==> src/rtl/bin_to_bcd_converter_pkg.sv <==
// Shared constants for the binary-to-BCD converter and the seven-segment
// display path that consumes its output.
package bin_to_bcd_converter_pkg;

  // Nibble shown on every digit when the value does not fit the display.
  localparam logic [3:0] BCD_ERR_NIBBLE = 4'hE;

  // FSM state encodings.
  localparam logic [0:0] S_IDLE = 1'b0;
  localparam logic [0:0] S_CONV = 1'b1;

  // Digit count of the display driver; the converter output must match it.
  localparam int DISPLAY_DIGITS = 8;

  // Number of BCD digits needed to hold any unsigned value of the given width.
  function automatic int scr_digits(input int bin_width);
    return (bin_width * 3) / 10 + 1;
  endfunction

endpackage

==> src/rtl/bin_to_bcd_converter_bcd_digit_adjust.sv <==
// Double-dabble digit correction: a BCD nibble of 5 or more gets +3 so the
// following left shift carries correctly into the next decimal digit.
module bcd_digit_adjust (
  input  logic [3:0] digit_in,
  output logic [3:0] digit_out
);

  // Incoming nibbles are always 0..9, so the 4-bit add never carries out.
  assign digit_out = (digit_in >= 4'd5) ? digit_in + 4'd3 : digit_in;

endmodule

==> src/rtl/bin_to_bcd_converter.sv <==
// Sequential double-dabble converter: one input bit per clock, start/busy/done
// handshake, result (or error pattern on overflow) held until the next completion.
module bin_to_bcd_converter
  import bin_to_bcd_converter_pkg::*;
#(
  parameter int BIN_WIDTH = 32,
  parameter int DIGITS    = DISPLAY_DIGITS
) (
  input  logic                  clk,
  input  logic                  rst,
  input  logic                  start,
  input  logic [BIN_WIDTH-1:0]  bin_in,
  output logic                  busy,
  output logic                  done,
  output logic [DIGITS*4-1:0]   bcd_out,
  output logic                  overflow
);

  localparam int SCR_DIGITS = scr_digits(BIN_WIDTH);
  localparam int SCR_W      = SCR_DIGITS * 4;
  localparam int CNT_W      = $clog2(BIN_WIDTH + 1);

  logic [0:0]           state;
  logic [CNT_W-1:0]     counter;
  logic [BIN_WIDTH-1:0] shreg;
  logic [SCR_W-1:0]     scratch;
  logic [SCR_W-1:0]     scratch_adj;
  logic [SCR_W-1:0]     scratch_next;
  logic                 scratch_unused_msb;
  logic [DIGITS*4-1:0]  load_bcd;
  logic                 load_ovf;

  // Per-digit +3 correction applied to the current scratch before shifting.
  for (genvar d = 0; d < SCR_DIGITS; d++) begin : g_adjust
    bcd_digit_adjust u_adjust (
      .digit_in  (scratch[d*4 +: 4]),
      .digit_out (scratch_adj[d*4 +: 4])
    );
  end

  // The top bit shifted out of the scratch is always zero because SCR_DIGITS
  // is sized for the largest input.
  assign scratch_unused_msb = scratch_adj[SCR_W-1];
  assign scratch_next       = {scratch_adj[SCR_W-2:0], shreg[BIN_WIDTH-1]};

  // Result selection from the post-shift scratch, so the final edge of the
  // conversion can load the outputs directly.
  always_comb begin
    // NOTE: every always_comb output gets a default first so no path can leave it unassigned (latch).
    load_ovf = 1'b0;
    load_bcd = '0;
    for (int d = DIGITS; d < SCR_DIGITS; d++) begin
      if (scratch_next[d*4 +: 4] != 4'd0) load_ovf = 1'b1;
    end
    if (load_ovf) begin
      load_bcd = {DIGITS{BCD_ERR_NIBBLE}};
    end else begin
      for (int d = 0; d < DIGITS; d++) begin
        if (d < SCR_DIGITS) load_bcd[d*4 +: 4] = scratch_next[d*4 +: 4];
      end
    end
  end

  // FSM, datapath registers and registered outputs.
  always_ff @(posedge clk or negedge rst) begin
    if (!rst) begin
      state    <= S_IDLE;
      counter  <= '0;
      shreg    <= '0;
      scratch  <= '0;
      busy     <= 1'b0;
      done     <= 1'b0;
      bcd_out  <= '0;
      overflow <= 1'b0;
    end else begin
      // NOTE: sequential state uses non-blocking assignments so every register samples pre-edge values.
      done <= 1'b0;
      case (state)
        S_IDLE: begin
          if (start) begin
            shreg   <= bin_in;
            scratch <= '0;
            counter <= CNT_W'(BIN_WIDTH);
            busy    <= 1'b1;
            state   <= S_CONV;
          end
        end
        S_CONV: begin
          scratch <= scratch_next;
          shreg   <= {shreg[BIN_WIDTH-2:0], 1'b0};
          counter <= counter - CNT_W'(1);
          if (counter == CNT_W'(1)) begin
            bcd_out  <= load_bcd;
            overflow <= load_ovf;
            busy     <= 1'b0;
            done     <= 1'b1;
            state    <= S_IDLE;
          end
        end
        default: begin
          state <= S_IDLE;
          busy  <= 1'b0;
        end
      endcase
    end
  end

endmodule
==> config.mk <==
export PLATFORM = sky130hd
export DESIGN_NAME = bin_to_bcd_converter
export DESIGN_NICKNAME = d
export VERILOG_FILES = /design/src/rtl/bin_to_bcd_converter_pkg.sv /design/src/rtl/bin_to_bcd_converter_bcd_digit_adjust.sv /design/src/rtl/bin_to_bcd_converter.sv
export SDC_FILE = /design/constraint.sdc
export NUM_CORES = 1
export LEC_CHECK = 0
export CORE_ASPECT_RATIO = 1.25
export CORE_UTILIZATION = 60
export CTS_BUF_LIST = sky130_fd_sc_hd__clkbuf_8
export DETAILED_ROUTE_END_ITERATION = 12
export PLACE_DENSITY = 0.85
export SYNTH_ARGS = -nofsm -noshare
export SYNTH_HDL_FRONTEND = slang
export SYNTH_SLANG_ARGS = --single-unit
export TNS_END_PERCENT = 50
==> constraint.sdc <==
create_clock -name clk -period 4.2 [get_ports clk]
set_input_delay 0.42 -clock clk [delete_from_list [all_inputs] [get_ports clk]]
set_output_delay 0.42 -clock clk [all_outputs]
set_load 0.02 [all_outputs]
# Word-level counts from Yosys, hierarchy flattened
# Cells that the tools add are included.
# totals
reg_bits	114
inputBits	35
word_cells	64
# classes
order_cmp	10
n_bitwise	1
addsub	11
mux	27
eq_ne	3
n_reduce_logical	4
# op_table
operator	n
one-hot mux 40 bit (2 select lines)	1
2-to-1 mux 32 bit	2
one-hot mux 32 bit (2 select lines)	1
greater-or-equal comparator 4 x 3 -> 1 bit (second input constant)	10
2-to-1 mux 40 bit	1
adder 4 x 2 -> 4 bit (second input constant)	9
2-to-1 mux 4 bit	9
one-hot mux 6 bit (2 select lines)	1
2-to-1 mux 1 bit	8
nonzero test 4 bit	2
== test 6 x 1 -> 1 bit (second input constant)	1
2-to-1 mux 6 bit	1
subtractor 6 x 1 -> 6 bit (second input constant)	1
one-hot mux 1 bit (2 select lines)	2
AND reduction 2 bit	2
adder 3 x 2 -> 3 bit (second input constant)	1
2-to-1 mux 3 bit	1
inequality test 2 x 1 -> 1 bit (second input constant)	1
inequality test 2 bit (second input constant)	1
NOT 1 bit	1

# Longest topological paths before layout
# logic_depth
ltp_word	6
mapped_depth	9

# Cells and area by module
# From an unflattened synthesis, not the netlist that was laid out.
# unflattened
cells_unflattened	566
area_unflattened_um2	5688.0
# by_module_without_submodules
mod	seq_area_each_um2	n_inst	area_per_inst_um2	cells_per_inst
bin_to_bcd_converter	2852.7	1	4674.5	406
bcd_digit_adjust	0.0	10	101.3	16

# Worst setup path before layout
# No wires, ideal clock.
# synth_timing
path_kind	register -> register
startpoint	register counter[1]
endpoint	register bcd_out[21]
arrival_time_ps	1891
path_slack_ps	2187
period_less_slack_ps	2013
path_buffers	1
stages_incl_launch_ff	9
setup_ps	121
required_time_ps	4079
path_cell_list	dfrtp_1 > inv_1 > ha_1 > nand2b_1 > or4_4 > nor4_4 > nand4_2 > buf_6 > o22a_1
# synth_between
elab_chain_cells	2
# synth_rtl
item	line_no	text
start: declaration	bin_to_bcd_converter.sv:24	logic [CNT_W-1:0] counter;
start signal: assignment	bin_to_bcd_converter.sv:83	counter <= CNT_W'(BIN_WIDTH);
start signal: assignment	bin_to_bcd_converter.sv:91	counter <= counter - CNT_W'(1);
== test 6 x 1 -> 1 bit	bin_to_bcd_converter.sv:92	if (counter == CNT_W'(1)) begin
AND reduction 2 bit (no line)	n/a	
end signal: assignment	bin_to_bcd_converter.sv:93	bcd_out <= load_bcd;
end: declaration	bin_to_bcd_converter.sv:15	output logic [DIGITS*4-1:0] bcd_out,
# Every way passes these cells.
# A chain may end at the register's enable or synchronous reset.

# Final worst setup path
# layout_timing
startpoint	register scratch[32]
endpoint	register bcd_out[20]
# layout_between
elab_chain_cells	6
elab_cells_between_ends	8
# layout_rtl
item	line_no	text
start: declaration	bin_to_bcd_converter.sv:26	logic [SCR_W-1:0] scratch;
start signal: assignment	bin_to_bcd_converter.sv:89	scratch <= scratch_next;
adder 4 x 2 -> 4 bit or greater-or-equal comparator 4 x 3 -> 1 bit (tied branches)	bin_to_bcd_converter_bcd_digit_adjust.sv:9	assign digit_out = (digit_in >= 4'd5) ? digit_in + 4'd3 : digit_in;
2-to-1 mux 4 bit *	bin_to_bcd_converter_bcd_digit_adjust.sv:9	
nonzero test 4 bit	bin_to_bcd_converter.sv:53	if (scratch_next[d*4 +: 4] != 4'd0) load_ovf = 1'b1;
2-to-1 mux 1 bit	bin_to_bcd_converter.sv:53	
2-to-1 mux 1 bit *	bin_to_bcd_converter.sv:53	
2-to-1 mux 32 bit *	bin_to_bcd_converter.sv:55	if (load_ovf) begin
# Every way passes the cells marked *; elsewhere a longest branch is shown, timed or not.

==> metrics.yaml <==
pwr-share-clk: 0.205
drive_gt1_frac: 0.06880
worstPathRequired_ns: 4.51
die_h_um: 110.3
synth_nets: 606
die_area_um2: 9782
die_w_um: 88.67
crit_slowest_cell: "nand4_2"
clock_latency_ns: 0.43
grt_max_degree: 121
wl_per_cell_um: 16.25
core_um2: 9125
dpl.hpwl_um: 7841
yosys-top-cells-count: "dfrtp_1, nand2_1, o21ai_0"
avgSynthCellArea_um2: 10.26
cts_setup_buffers: 0
peakVddDrop_mv: 0.3357
n_fill_cell: 642
syn_area_um2: 5633
grt_pass1_wl_um: 19730
avgViaCountPerCell: 5.865
switching_share: 0.3857
slowest_delay_ns: 0.64
grt_antenna_before_repair: 0
yosysSeqAreaShare: 0.5064
drt_iter0_drc: 313
yosys.area.top_type_share: 0.5064
yosysTopAreaCell: "dfrtp_1"
clk_pin_slew_ns: 0.07
crit_buf_inv: 1
p_per_area_nw_per_um2: 792.1
placed_cells: 716
ys_warn_count: 0
cts.path.max_buffers: 2
dpl_cell_area_um2: 6372
drv_cap: 0
post-place-ws_ns: 1.463
cts_max_level: 4
gp_congestion: 0.7911
stdcell_count: 748
critical-path-top-delay-family: "compound AO/OA/AOI/OAI gates"
worstHoldPathType: "in2async"
grt_overflow: 0
worst-path-max-fanout: 23
leakagePower_nw: 3.094
portBuffers: 69
grt_pass1_vias: 4311
design_area_um2: 6800
synth_cell_type_count: 34
io_pins: 70
switchingPower_mw: 2.078
synth_cells: 549
async_flop_share: 1.000
post_cts_resized: 0
cts_tree: "built"
outcome: "finished clean"
seqPwrFrac: 0.362
power_frac_comb: 0.433
fin_ws_ns: 1.401
hold_buffers: 0
fmaxAchievable_mhz: 357.3
cts-root-buf: "clkbuf_8"
final_max_slew_viol_count: 0
power_mw: 5.386
slew_headroom: 0.2856
core.rowCount: 39
netlist_top_cells_area: "dfrtp_1, mux2i_1, o21ai_0"
numCtsBuffers: 17
synth-seq-cells: 114
syn_to_final_growth_pct: 20.72
synth_edf_count: 0
dr_total_vias: 4387
ant_nets: 0
period_share: 0.6664
period_minus_slack_ns: 2.799
track_usage: 0.2677
routed_wl_um: 12150
skew_ns: 0.01067
rsz0062_at_grt: "no"
start_util: 0.6173
worstMarginPinSlew_ns: 1.072
clock_sinks: 114
internal_power_mw: 3.309
finalHoldViolCount: 0
final-setup-viol-count: 0
synth.most_common_cell: "dfrtp_1"
nets: 669
arrival_ns: 3.11
timing.setup.tns_ns: 0
startpoint_type: "register"
ys.flop_type: "dfrtp_1"
n_antenna_cell: 0
dr.pass1.iters: 5
endpoint_kind: "register"
drc: 0
crit_chain: "inv_1 -> ha_1 -> nand2b_1 -> a21oi_1 -> mux2i_1 -> nand4_2 -> o21ai_1"
critical_path_class: "reg2reg"
## cells by family (layout without fill, tap and decap cells)
kind of cell | after synthesis | after routing | share of synthesized area
buf+inv | 53 | 129 | 0.03998
simple gates | 156 | 156 | 0.1466
compound gates | 143 | 143 | 0.1519
flops | 114 | 114 | 0.5064
mux | 50 | 50 | 0.08907
xor+xnor | 11 | 11 | 0.01710
fa+ha+maj | 22 | 22 | 0.04887
## placed cells by master (no fill, tap or decap), drive strengths merged
| master | netlist | final |
|---|---|---|
| clkinv | 1 | 8 |
| nor4 | 1 | 1 |
| or3 | 1 | 1 |
| ha | 22 | 22 |
| mux2i | 49 | 49 |
| nand2 | 68 | 68 |
| a2111oi | 1 | 1 |
| buf | 12 | 7 |
| and2 | 2 | 2 |
| o21ai | 65 | 65 |
| nor2b | 2 | 2 |
| and4 | 1 | 1 |
| dfrtp | 114 | 114 |
| nand4 | 1 | 1 |
| nor2 | 14 | 14 |
| bufinv | 0 | 4 |
| a21oi | 34 | 34 |
| nand3b | 1 | 1 |
| or4 | 1 | 1 |
| xnor2 | 11 | 11 |
| a21o | 4 | 4 |
| nand2b | 36 | 36 |
| clkdlybuf4s50 | 0 | 67 |
| mux2 | 1 | 1 |
| o22a | 16 | 16 |
| nor3b | 24 | 24 |
| nor3 | 2 | 2 |
| a22o | 2 | 2 |
| inv | 22 | 24 |
| o31ai | 21 | 21 |
| clkbuf | 18 | 19 |
| nand3 | 2 | 2 |
## metal layers
layer | wire (µm) | share of wire | track usage
met5 | 0 | 0 | 0
met4 | 288 | 0.024 | 0.1279
met3 | 641 | 0.053 | 0.05287
met2 | 6219 | 0.51 | 0.4604
met1 | 5004 | 0.41 | 0.3207
## worst paths after layout
check / startpoint / end / slack [ns] / cells past startpoint
hold / removal: rst / bcd_out[18] / 0.05 / 1
hold reg to reg: shreg[0] / shreg[1] / 0.48 / 2
setup / recovery: scratch[32] / bcd_out[20] / 1.40 / 7
min in group clk: shreg[0] / shreg[1] / 0.48 / 2
max in group asynchronous: rst / shreg[2] / 3.25 / 2
setup reg to reg: scratch[32] / bcd_out[20] / 1.40 / 7
## registers in the layout (all words and copies together) (netlist names)
| register | cells |
|---|---|
| bcd_out | 32 |
| overflow | 1 |
| done | 1 |
| shreg | 32 |
| counter | 6 |
| busy | 1 |
| state | 1 |
| scratch | 40 |
## area by class of cell
type,instances,area [µm²],share of cell area
sequential,114,2856,0.4201
clock inverter,13,166.4,0.02447
multi-input combinational,382,2555,0.3757
clock buffer,19,261.5,0.03845
inverter,23,86.33,0.01270
tap,123,153.9,0.02263
timing repair buffer,74,720.7,0.1060
## power groups by stage
| stage | logic (mW) | clock network (mW) | registers, mW |
|---|---|---|---|
| after floorplan | 1.49 | 0 | 2.01 |
| after global placement | 2.16 | 0 | 1.92 |
| after detailed placement | 2.29 | 0 | 1.95 |
| after CTS | 2.34 | 1.12 | 1.94 |
| after global routing | 2.59 | 1.16 | 2.00 |
| final | 2.33 | 1.10 | 1.95 |
## metrics by stage
step | util | hold slack (ns)
6_report | 0.7452 | 0.04763
3_5_place_dp | 0.6983 | 0.4759
5_1_grt | 0.7452 | 0.1074
3_3_place_gp | 0.6983 | 0.4599
4_1_cts | 0.7452 | 0.05148
2_1_floorplan | - | 0.1244
Power figures use the tool's default switching activity.
